==> src/rtl/command_queue_pkg.sv <==
// Shared types and defaults for the display command queue between i2c_slave and tpu.
package command_queue_pkg;

  localparam int CQ_DEPTH      = 16;
  localparam int CQ_WIDTH      = 48;
  localparam int CQ_GAP_CYCLES = 2;

  typedef enum logic [1:0] {
    CQ_IDLE  = 2'd0,
    CQ_ISSUE = 2'd1,
    CQ_GAP   = 2'd2,
    CQ_WAIT  = 2'd3
  } cq_state_e;

  function automatic logic [15:0] cq_sat_inc16(input logic [15:0] value);
    if (value == 16'hFFFF) begin
      return value;
    end else begin
      return value + 16'd1;
    end
  endfunction

endpackage

==> src/rtl/command_queue_ram.sv <==
// DEPTH x WIDTH command storage: synchronous write, asynchronous read at the head pointer.
module command_queue_ram
  import command_queue_pkg::*;
#(
  parameter int DEPTH = CQ_DEPTH,
  parameter int WIDTH = CQ_WIDTH
) (
  input  logic                     clk,
  input  logic                     we,
  input  logic [$clog2(DEPTH)-1:0] waddr,
  input  logic [WIDTH-1:0]         wdata,
  input  logic [$clog2(DEPTH)-1:0] raddr,
  output logic [WIDTH-1:0]         rdata
);

  logic [WIDTH-1:0] mem_r [DEPTH];

  // storage write port
  always_ff @(posedge clk) begin
    if (we) begin
      mem_r[waddr] <= wdata;
    end
  end

  assign rdata = mem_r[raddr];

endmodule

==> src/rtl/command_queue.sv <==
// FIFO of display commands from i2c_slave to tpu, issuing one command per tpu-idle window.
// Optional statistics outputs (drop_count, high_water) under macro COMMAND_QUEUE_STATS_EN.
module command_queue
  import command_queue_pkg::*;
#(
  parameter int DEPTH      = CQ_DEPTH,
  parameter int WIDTH      = CQ_WIDTH,
  parameter int GAP_CYCLES = CQ_GAP_CYCLES
) (
  input  logic                     clk,
  input  logic                     reset,
  input  logic                     in_execute,
  input  logic [WIDTH-1:0]         in_command,
  output logic                     in_busy,
  input  logic                     flush,
  output logic                     out_execute,
  output logic [WIDTH-1:0]         out_command,
  input  logic                     out_busy,
  output logic [$clog2(DEPTH):0]   level
`ifdef COMMAND_QUEUE_STATS_EN
  ,
  output logic [15:0]              drop_count,
  output logic [$clog2(DEPTH):0]   high_water
`endif
);

  localparam int AW = $clog2(DEPTH);
  localparam int LW = AW + 1;
  localparam int GW = $clog2(GAP_CYCLES + 1);

  cq_state_e        state_r, state_s;
  logic [AW-1:0]    head_r, tail_r;
  logic [LW-1:0]    level_r, level_s;
  logic [GW-1:0]    gap_cnt_r;
  logic             in_busy_r;
  logic             out_execute_r;
  logic [WIDTH-1:0] out_command_r;
  logic [WIDTH-1:0] head_data_s;
  logic             push_s, pop_s;

  // in_busy is registered, so a push seen while full is rejected even if a pop happens that cycle
  assign push_s = in_execute && !in_busy_r && !flush;

  command_queue_ram #(
    .DEPTH (DEPTH),
    .WIDTH (WIDTH)
  ) u_ram (
    .clk   (clk),
    .we    (push_s),
    .waddr (tail_r),
    .wdata (in_command),
    .raddr (head_r),
    .rdata (head_data_s)
  );

  // next-state logic; the pop happens on the edge entering ISSUE
  always_comb begin
    state_s = state_r;
    pop_s   = 1'b0;
    case (state_r)
      CQ_IDLE: begin
        if ((level_r != {LW{1'b0}}) && !out_busy && !flush) begin
          state_s = CQ_ISSUE;
          pop_s   = 1'b1;
        end else begin
          state_s = CQ_IDLE;
        end
      end
      CQ_ISSUE: state_s = CQ_GAP;
      CQ_GAP: begin
        if (gap_cnt_r == GW'(GAP_CYCLES - 1)) begin
          state_s = CQ_WAIT;
        end else begin
          state_s = CQ_GAP;
        end
      end
      CQ_WAIT: begin
        if (!out_busy) begin
          state_s = CQ_IDLE;
        end else begin
          state_s = CQ_WAIT;
        end
      end
      default: state_s = CQ_IDLE;
    endcase
  end

  // next fill level
  always_comb begin
    level_s = level_r;
    if (flush) begin
      level_s = {LW{1'b0}};
    end else if (push_s && !pop_s) begin
      level_s = level_r + LW'(1);
    end else if (!push_s && pop_s) begin
      level_s = level_r - LW'(1);
    end else begin
      level_s = level_r;
    end
  end

  // FSM state register
  always_ff @(posedge clk or posedge reset) begin
    if (reset) begin
      state_r <= CQ_IDLE;
    end else begin
      state_r <= state_s;
    end
  end

  // GAP dwell counter, restarted whenever the FSM is elsewhere
  always_ff @(posedge clk or posedge reset) begin
    if (reset) begin
      gap_cnt_r <= {GW{1'b0}};
    end else if (state_r != CQ_GAP) begin
      gap_cnt_r <= {GW{1'b0}};
    end else begin
      gap_cnt_r <= gap_cnt_r + GW'(1);
    end
  end

  // pointers, level and full flag
  always_ff @(posedge clk or posedge reset) begin
    if (reset) begin
      head_r    <= {AW{1'b0}};
      tail_r    <= {AW{1'b0}};
      level_r   <= {LW{1'b0}};
      in_busy_r <= 1'b0;
    end else begin
      level_r   <= level_s;
      in_busy_r <= (level_s == LW'(DEPTH));
      if (flush) begin
        head_r <= {AW{1'b0}};
        tail_r <= {AW{1'b0}};
      end else begin
        if (push_s) begin
          tail_r <= tail_r + AW'(1);
        end
        if (pop_s) begin
          head_r <= head_r + AW'(1);
        end
      end
    end
  end

  // issue strobe and held command to tpu
  always_ff @(posedge clk or posedge reset) begin
    if (reset) begin
      out_execute_r <= 1'b0;
      out_command_r <= {WIDTH{1'b0}};
    end else begin
      out_execute_r <= pop_s;
      if (pop_s) begin
        out_command_r <= head_data_s;
      end
    end
  end

  assign in_busy     = in_busy_r;
  assign out_execute = out_execute_r;
  assign out_command = out_command_r;
  assign level       = level_r;

`ifdef COMMAND_QUEUE_STATS_EN
  logic [15:0]   drop_count_r;
  logic [LW-1:0] high_water_r;

  // statistics survive flush; only reset clears them
  always_ff @(posedge clk or posedge reset) begin
    if (reset) begin
      drop_count_r <= 16'd0;
      high_water_r <= {LW{1'b0}};
    end else begin
      if (in_execute && in_busy_r) begin
        drop_count_r <= cq_sat_inc16(drop_count_r);
      end
      if (level_s > high_water_r) begin
        high_water_r <= level_s;
      end
    end
  end

  assign drop_count = drop_count_r;
  assign high_water = high_water_r;
`endif

endmodule

==> config.mk <==
export PLATFORM = sky130hd
export DESIGN_NAME = command_queue
export DESIGN_NICKNAME = d
export VERILOG_FILES = /design/src/rtl/command_queue_pkg.sv /design/src/rtl/command_queue_ram.sv /design/src/rtl/command_queue.sv
export SDC_FILE = /design/constraint.sdc
export NUM_CORES = 1
export LEC_CHECK = 0
export ABC_AREA = 1
export ABC_CLOCK_PERIOD_IN_PS = 4300
export BUFFER_PORTS_ARGS = -buffer_cell sky130_fd_sc_hd__buf_2
export CORE_MARGIN = 2
export CORE_UTILIZATION = 25
export CTS_CLUSTER_DIAMETER = 50
export DETAILED_ROUTE_END_ITERATION = 10
export PLACE_DENSITY = 0.45
export SLEW_MARGIN = 20
export SYNTH_ARGS = -nofsm -noshare
export SYNTH_HDL_FRONTEND = slang
export SYNTH_SLANG_ARGS = --single-unit
==> constraint.sdc <==
create_clock -name clk -period 4.3 [get_ports clk]
set_clock_uncertainty 0.1 [all_clocks]
set_input_delay 0.215 -clock clk [delete_from_list [all_inputs] [get_ports clk]]
set_output_delay 0.215 -clock clk [all_outputs]
set_load 0.01 [all_outputs]
After elaboration in Yosys (flattened, before gate mapping):

Memory sizes are Yosys's and may differ from the RTL's. A register that Yosys moved wholly into a read port is not among the register bits.
Index checks and enable logic that the tools add are counted.

* flip-flop bits (word level): 19
* memory bits (writable): 768
* input bits: 53
* output and inout bits: 55
* logic and storage cells: 50
* memories: 1

Memory list
* u_ram.mem_r: words 16, bits a word 48, read ports 1, clocked after Yosys merged registers in 1, wr ports 1, RTL line command_queue_ram.sv:16 `logic [WIDTH-1:0] mem_r [DEPTH];`

* add/sub/neg operators: 5
* equality and inequality tests: 6
* muxes and demuxes: 16
* reduce and logical (&&, ||, !) cells: 15

Operator list (number)
* two-way mux 4 bit: 4
* two-way mux 5 bit: 3
* adder 4 x 1 -> 4 bit (second input constant): 2
* case mux 2 bit (4 select lines): 1
* logical AND 1 bit: 6
* two-way mux 1 bit: 6
* adder 5 x 1 -> 5 bit (second input constant): 1
* == test 5 bit (second input constant): 1
* logical NOT 1 bit: 5
* nonzero test 5 bit: 1
* subtractor 5 x 1 -> 5 bit (second input constant): 1
* == test 2 x 1 -> 1 bit (second input constant): 2
* == test 2 bit (second input constant): 2
* two-way mux 2 bit: 2
* nonzero test 2 bit: 2
* adder 2 x 1 -> 2 bit (second input constant): 1
* logical NOT 2 bit: 1
* inequality test 2 bit (second input constant): 1

Depth between registers and ports, before layout:

Gate-level depths: netlist of the first run.

* depth after elaboration: 10
* gate-level depth with buffers: 13
* gate-level depth less buffers: 13

Hierarchy:

A second synthesis of the first run with hierarchy kept.

* cell total of the unflattened synthesis: 3460
* area, all modules: 35964.5 um^2

Modules (own cells, without submodules)
* command_queue_ram: instances 1, cells each 3117, area each 33027.9 um^2, sequential area each 23062.1 um^2
* command_queue: instances 1, cells each 343, area each 2936.6 um^2, sequential area each 1676.6 um^2

Least setup slack after synthesis of the first run:

OpenSTA, ideal clock, no wires.

* path type: register to register
* from: register in_busy_r, in the netlist in_busy
* to: memory u_ram.mem_r[11][0] (netlist name), enable pin
* setup time: 0.454 ns
* arrival time: 2.782 ns
* required time: 3.746 ns
* path slack: 0.964 ns
* cell stages (with the launch flop): 6
* path buffers: 0
* clock period less this slack: 3.336 ns
* cells stage by stage: dfrtp_1 > inv_1 > nand2_1 > inv_1 > nand2_1 > nor2_1

* longest elaborated chain between the ends: 5

RTL lines
* from (decl): RTL line command_queue.sv:35 `logic in_busy_r;`
* from (signal assigned): RTL line command_queue.sv:131 `in_busy_r <= (level_s == LW'(DEPTH));`
* logical NOT 1 bit: RTL line command_queue.sv:42 `assign push_s = in_execute && !in_busy_r && !flush;`
* logical AND 1 bit (2 in a row): RTL line command_queue.sv:42
* two-way mux 1 bit: RTL line command_queue_ram.sv:20 `if (we) begin`
* two-way mux 1 bit (not written as such): RTL line command_queue_ram.sv:21 `mem_r[waddr] <= wdata;`
* to (decl): RTL line command_queue_ram.sv:16

No other way between the ends.

==> metrics.txt, run 1 <==
fin crit share=0.6392; actual slew at the worst max-slew pin=1.133 ns; synthesized area divided by synthesized cell count=12.95 µm²; cell row count=132; cell area power density=525.3 nW/µm²; maximum clock insertion buffer count=3; crit path time final=2.749 ns; post-synth top area share=0.7040; area of the core=129,800 µm²; highest attainable clock frequency=363.8 MHz; relative contribution of sequential cells to total power=0.460; sequential fraction of the synthesis area=0.7552; first-pass GRT wire length=140,500 µm; peak fanout along the critical path=71; status=complete, no violations; crit path max-delay cell type=sky130_fd_sc_hd__buf_4; worst path setup slack after routing=1.551 ns; drt total wl=95,810 µm; category of the worst setup path capture point=flip-flop; Fin Setup TNS=0 ns; synthesis-to-finish area growth=19.46%; Clk pwr share=0.407; Die Y=366.0 µm; Netlist cell types=32; post-route non-filler standard cell count=4,497; pins over their slew limit=0; DRC errors left=0; Die Footprint=133,900 µm²; average detailed-routed wire length per instance=21.30 µm; power share of the combinational group=0.133; final core utilization=0.3015; number of nets with antenna violations after routing=0; number of instances resized during post-cts repair=0; category of the most critical setup path=reg -> reg; dominant cell type by area after synthesis=sky130_fd_sc_hd__edfxtp_1; max_slew headroom=0.2448; number of vias per cell=4.580; crit start category=flip-flop; main area contributors after synthesis=sky130_fd_sc_hd__edfxtp_1 70%, sky130_fd_sc_hd__nor2_1 5.2%, sky130_fd_sc_hd__o21ai_0 5.1%; width of the die=366.0 µm; clock latency reported for the late side of the worst-skew pair=0.67 ns; cell-by-cell trace of the critical path=buf_4, o21ai_0, o22ai_1, nand2_1, nand3_1, nand3_1, nand2_1; unrepaired setup endpoints after global routing=false; proportion of layout cells with a drive suffix above 1=0.1262; cell at the root of the clock tree=sky130_fd_sc_hd__clkbuf_16; Reg clk slew, reported paths=0.06 ns; number of buffers inserted by post-CTS setup repair=0; number of nets in the synthesized netlist=2,591; post-placement worst setup slack=1.486 ns; Final Hold Slack=0.1435 ns; number of cells produced by synthesis=2,529; count of TritonRoute iterations in the first routing pass=9; TritonCTS Sinks=835; detailed router's first-iteration violation count=1,599; CP top delay family=buffers and inverters; number of antenna violations at the first check in global routing=8; flop and latch count out of synthesis=835; endpoint arrival time on the critical path=3.25 ns; placed instance area=35,340 µm²; max-capacitance violation count=0; final setup vio count=0; number of top-level pins=108; Overall Global Routing Usage=0.1401; number of buffers added on ports=107; number of global-route vias before repair=20,187; post-DP HPWL=47,630 µm; highest cell delay on the worst timing path=0.79 ns; number of vias after detailed routing=20,595; count of warnings emitted by yosys=0; Syn Std Cell Area=32,760 µm²; TritonCTS clock tree=built; Switching Power=5.581 mW; number of buffer and inverter stages on the critical path=1; placed cell count=4,260; Final Hold Vio Count=0; switching fraction of total power=0.2715; leakage=13.32 nW; grt total ovfl=0; CTS hold repair buffers=52; Internal Power=14.98 mW; IR drop worst, VDD=0.3487 mV; final instance area=39,140 µm²; Nets=2,729; hold crit path type=in -> async; Worst EP required=4.80 ns; GPL Wtd Cong=0.7013; effective utilization at floorplan=0.2524; number of buffers created by CTS=95; largest net degree at the start of global routing=204; Power, Total=20.56 mW; H-Tree Depth=3
[registers in the layout, summed over array words and instances, names as in the netlist]
name         flops
gap_cnt_r        2
state_r          2
head_r           4
out_command     48
u_ram.mem_r    768
out_execute      1
level            5
in_busy          1
tail_r           4
[Yosys cell counts]
cell type and number:
sky130_fd_sc_hd__nor3_1 2, sky130_fd_sc_hd__nor4_1 1, sky130_fd_sc_hd__nand2_2 2, sky130_fd_sc_hd__buf_1 10, sky130_fd_sc_hd__nor3_2 1, sky130_fd_sc_hd__edfxtp_1 768
sky130_fd_sc_hd__clkbuf_2 1, sky130_fd_sc_hd__clkbuf_1 86, sky130_fd_sc_hd__nand4_1 2, sky130_fd_sc_hd__o21ai_0 337, sky130_fd_sc_hd__o22ai_1 102, sky130_fd_sc_hd__dfrtp_1 67
sky130_fd_sc_hd__ha_1 9, sky130_fd_sc_hd__o311ai_0 1, sky130_fd_sc_hd__a21oi_1 2, sky130_fd_sc_hd__o211ai_1 46, sky130_fd_sc_hd__o221ai_1 46, sky130_fd_sc_hd__nor2_1 452
sky130_fd_sc_hd__nand2_1 287, sky130_fd_sc_hd__inv_4 1, sky130_fd_sc_hd__nand3_1 135, sky130_fd_sc_hd__buf_4 16, sky130_fd_sc_hd__buf_2 46, sky130_fd_sc_hd__o21ai_1 57
sky130_fd_sc_hd__xor2_1 2, sky130_fd_sc_hd__xnor2_1 2, sky130_fd_sc_hd__buf_8 2, sky130_fd_sc_hd__nor2_2 1, sky130_fd_sc_hd__buf_6 9, sky130_fd_sc_hd__clkinv_1 1
sky130_fd_sc_hd__inv_2 4, sky130_fd_sc_hd__inv_1 31
[cell families (layout without fill, tap and decap cells)]
| logic type | count (synthesis) | in the layout | share of synthesized area |
|---|---|---|---|
| DFF | 835 | 835 | 0.7552 |
| adders and majority gates | 9 | 9 | 0.003438 |
| other | 0 | 5 | 0 |
| xor gates and xnor gates | 4 | 4 | 0.001070 |
| buffers and inverters | 207 | 428 | 0.03017 |
| and+or+nand+nor | 883 | 883 | 0.1071 |
| AOI/OAI and AO/OA | 591 | 591 | 0.1031 |
[worst register-to-register path: stages (launching register included)]
cell,delay [ns]
sky130_fd_sc_hd__dfrtp_4,0.71
sky130_fd_sc_hd__buf_4,0.80
sky130_fd_sc_hd__o21ai_0,0.33
sky130_fd_sc_hd__o22ai_1,0.21
sky130_fd_sc_hd__nand2_1,0.07
sky130_fd_sc_hd__nand3_1,0.09
sky130_fd_sc_hd__nand3_1,0.24
sky130_fd_sc_hd__nand2_1,0.13
[routing by layer]
layer	wire [µm]	GRT usage	vias to the layer above
met2	44720	0.2259	448
li1	-	-	9568
met4	1756	0.03909	8
met5	54	0	-
met1	44750	0.1941	10461
met3	4525	0.02361	110
[worst paths after layout]
| kind | end | cells past startpoint | slack (ns) | from |
|---|---|---|---|---|
| worst max register to register | out_command[3] | 7 | 1.55 | head_r[1] |
| worst min-delay path | level[4] | 3 | 0.14 | reset |
| max in group asynchronous | out_command[20] | 4 | 2.90 | reset |
| min in group clk | state_r[1] | 4 | 0.26 | out_busy |
| worst min register to register | gap_cnt_r[0] | 1 | 0.33 | gap_cnt_r[0] |
| worst max-delay path | out_command[3] | 7 | 1.55 | head_r[1] |
[layout make-up]
cell class,instances,area [µm²]
Tap cell,1742,2180
Clock inverter,57,645.6
Timing Repair Buffer,211,1609
Clock buffer,123,2614
Fill cell,13129,90680
Multi-Input combinational cell,1487,7157
Antenna cell,5,12.51
Inverter,37,163.9
Sequential cell,835,24750
[cell usage in the layout (no fill, tap or decap), types with 46 or more instances in the layout]
master                          count
sky130_fd_sc_hd__edfxtp_1         768
sky130_fd_sc_hd__nor2_1           436
sky130_fd_sc_hd__o21ai_0          337
sky130_fd_sc_hd__nand2_1          287
sky130_fd_sc_hd__nand3_1          135
sky130_fd_sc_hd__buf_2            107
sky130_fd_sc_hd__o22ai_1          102
sky130_fd_sc_hd__clkbuf_16         96
sky130_fd_sc_hd__dfrtp_1           63
sky130_fd_sc_hd__o21ai_1           57
sky130_fd_sc_hd__dlygate4sd3_1     52
sky130_fd_sc_hd__o221ai_1          46
sky130_fd_sc_hd__o211ai_1          46
[power groups by stage]
stage               clock [mW]  combinational, mW  sequential [mW]
floorplan                    0               1.76             9.59
global placement             0               2.74             9.64
detailed placement           0               2.74             9.63
CTS                       8.57               2.79             9.47
global route              8.89               3.10             9.49
finish                    8.37               2.74             9.45
Power figures use the tool's default switching activity.
==> inputs of run 2 (changes only) <==
ABC_AREA = 0   (was 1)
ABC_CLOCK_PERIOD_IN_PS = 2500   (was 4300)
PLACE_DENSITY = 0.46   (was 0.45)
clock period = 2.5 ns   (was 4.3 ns; I/O delays follow)
==> run 2 against run 1 <==
Net effect:
- sequential share of layout area grew 0.21 points
- hold slack lost 0.085 ns
- largest power group unchanged
- non-clock buffer count is 31 higher
- worst setup slack got worse by 1.3 ns
- synthesized cell count shrank 44%
- first-iteration DRC count shrank 23%
- sequential power rose by 71%
- count of clock-buffer cells in the layout increased by 11
- die area shrank 3.4%
- power increased by 63%
- utilization up 0.91 points
- flip-flop and latch count unchanged
==> metrics.txt, run 2 <==
detailed router's first-iteration violation count=1,231 (-23%); endpoint arrival time on the critical path=2.65 ns (-0.60 ns); width of the die=359.7 µm (-1.7%); synthesized area divided by synthesized cell count=22.53 µm² (+74%); proportion of layout cells with a drive suffix above 1=0.3208 (+0.1946); largest net degree at the start of global routing=60 (-71%); number of global-route vias before repair=16,338 (-19%); GPL Wtd Cong=0.6891 (-1.7%); number of flip-flops in the largest register=768 (unchanged); H-Tree Depth=3 (unchanged); count of warnings emitted by yosys=0 (unchanged); number of buffers added on ports=107 (unchanged); fin crit share=0.8978 (+0.2586); cell-by-cell trace of the critical path=inv_1, ha_1, nor4b_1, nor2_2, nand2_2, inv_2, nand2b_2, buf_12, o221ai_1; highest cell delay on the worst timing path=0.42 ns (-0.37 ns); number of cells produced by synthesis=1,404 (-44%); max-capacitance violation count=0 (unchanged); first-pass GRT wire length=117,600 µm (-16%); top register by number of flip-flops=u_ram.mem_r; post-placement worst setup slack=0.2686 ns (-1.217 ns); highest attainable clock frequency=445.6 MHz (+22%); category of the most critical setup path=reg -> reg; worst path setup slack after routing=0.2556 ns (-1.296 ns); crit start category=flip-flop; Worst EP required=2.91 ns (-1.89 ns); Final Hold Vio Count=0 (unchanged); number of nets with antenna violations after routing=0 (unchanged); post-synth top area share=0.7291 (+0.02515); grt total ovfl=0 (unchanged); Overall Global Routing Usage=0.1250 (-0.01509); average detailed-routed wire length per instance=23.80 µm (+12%); IR drop worst, VDD=0.5132 mV (+47%); number of instances resized during post-cts repair=0 (unchanged); TritonCTS clock tree=built; most instantiated flip-flop cell in the synthesis netlist=sky130_fd_sc_hd__edfxtp_1; DRC errors left=0 (unchanged); cell at the root of the clock tree=sky130_fd_sc_hd__clkbuf_16; effective utilization at floorplan=0.2519 (-0.0004685); TritonCTS Sinks=835 (unchanged); final setup vio count=0 (unchanged); share of synthesized flip-flops with an asynchronous set or reset=0.08024 (unchanged); actual slew at the worst max-slew pin=0.8382 ns (-0.2947 ns); sequential fraction of the synthesis area=0.7822 (+0.02698); crit path max-delay cell type=sky130_fd_sc_hd__dfrtp_1; category of the worst setup path capture point=flip-flop; crit path time final=2.244 ns (-0.5041 ns); cell row count=130 (-1.5%); max_slew headroom=0.4412 (+0.1965); synthesis-to-finish area growth=23.31%; count of TritonRoute iterations in the first routing pass=5 (-4); Reg clk slew, reported paths=0.06 ns (about the same); flop and latch count out of synthesis=835 (unchanged); Worst Reg-to-Reg Cells=9 (+2); drt total wl=81,080 µm (-15%); number of buffers created by CTS=98 (+3.2%); number of nets in the synthesized netlist=1,466 (-43%); pins over their slew limit=0 (unchanged); Die Footprint=129,400 µm² (-3.4%); hold crit path type=in -> async; most numerous cell types in the synthesized netlist=768 x sky130_fd_sc_hd__edfxtp_1, 192 x sky130_fd_sc_hd__mux4_2, 99 x sky130_fd_sc_hd__mux2i_1; Fin Setup TNS=0 ns (unchanged); commonest cells after routing, fill and taps aside=768 x sky130_fd_sc_hd__edfxtp_1, 192 x sky130_fd_sc_hd__mux4_2, 107 x sky130_fd_sc_hd__buf_2; number of buffers inserted by post-CTS setup repair=0 (unchanged); post-DP HPWL=45,030 µm (-5.5%); clock latency reported for the late side of the worst-skew pair=0.67 ns (about the same); Nets=1,733 (-36%); number of synthesized flops with an enable pin=768 (unchanged); Syn Std Cell Area=31,630 µm² (-3.4%); area of the core=125,600 µm² (-3.3%); most frequent standard cell in the layout excluding fill and tap cells=sky130_fd_sc_hd__edfxtp_1; number of vias per cell=4.448 (-2.9%); number of top-level pins=108 (unchanged); Netlist cell types=36 (+13%); CTS hold repair buffers=52 (unchanged); Die Y=359.7 µm (-1.7%); peak fanout along the critical path=27 (-62%); dominant cell type by area after synthesis=sky130_fd_sc_hd__edfxtp_1; number of vias after detailed routing=15,151 (-26%); leakage=12.22 nW (-8.3%); status=complete, no violations; maximum clock insertion buffer count=3 (unchanged); main area contributors after synthesis=sky130_fd_sc_hd__edfxtp_1 73%, sky130_fd_sc_hd__mux4_2 14%, sky130_fd_sc_hd__dfrtp_1 5.3%; most numerous cell in the Yosys netlist=sky130_fd_sc_hd__edfxtp_1; unrepaired setup endpoints after global routing=false; number of antenna violations at the first check in global routing=5 (-3); cell area power density=858.6 nW/µm² (+63%)
## run 2: worst paths after layout
| check | startpoint | end | slack [ns] |
|---|---|---|---|
| setup / recovery | level[0] | out_command[25] | 0.26 |
| hold / removal | reset | out_command[45] | 0.06 |
| setup reg to reg | level[0] | out_command[25] | 0.26 |
| hold reg to reg | gap_cnt_r[0] | gap_cnt_r[0] | 0.33 |
| max in group asynchronous | reset | out_command[35] | 1.47 |
| min in group clk | out_busy | state_r[1] | 0.25 |
## run 2: layout make-up
| type | count | area [µm²] |
|---|---|---|
| clock buffer | 134 | 2751 |
| fill | 12109 | 86570 |
| multi-input combinational | 486 | 6666 |
| inverter | 8 | 32.53 |
| clock inverter | 50 | 466.7 |
| tap | 1650 | 2064 |
| timing repair buffer | 242 | 2267 |
| sequential | 835 | 24750 |
| antenna | 1 | 2.502 |
## run 2: cells by family after synthesis
logic type               synth area share
buffers and inverters             0.01112
AO/OA/AOI/OAI                     0.01491
AND/OR/NAND/NOR                   0.01614
multiplexers                       0.1696
flip-flops                         0.7822
XOR/XNOR                         0.002215
adder cells (fa/ha/maj)          0.003877
## run 2: report_power, final
group,internal [mW],total (mW),switching [mW]
Clock,8.28,14.0,5.70
Sequential,15.8,16.2,0.477
Combinational,1.53,3.26,1.72
Total,25.6,33.5,7.90
## run 2: routing by layer
metal | track usage | vias to the layer above | wire length (µm)
li1 | - | 6447 | -
met1 | 0.1668 | 8252 | 36110
met2 | 0.2086 | 328 | 39870
met3 | 0.02393 | 120 | 3325
met4 | 0.03271 | 4 | 1741
met5 | 0 | - | 28
## run 2: through the flow
step / instances / power, mW / hold slack (ns) / utilization / cell area (µm²)
after floorplan: 1404 / 18.24 / 0.1239 / - / 31680
after global routing: 3406 / 34.85 / 0.09347 / 0.3106 / 39000
final: 3406 / 33.49 / 0.05866 / 0.3106 / 39000
after CTS: 3405 / 34.05 / 0.05323 / 0.3106 / 39000
after global placement: 3169 / 19.79 / 0.2210 / 0.2808 / 35260
after detailed placement: 3169 / 19.86 / 0.2297 / 0.2808 / 35260
## run 2: critical path, delay by kind of cell, from the launching register on
kind	cells	cell delay, ns
AOI/OAI and AO/OA	1	0.17
adders and majority gates	1	0.16
buffers and inverters	3	0.47
DFF	1	0.42
and+or+nand+nor	4	0.77
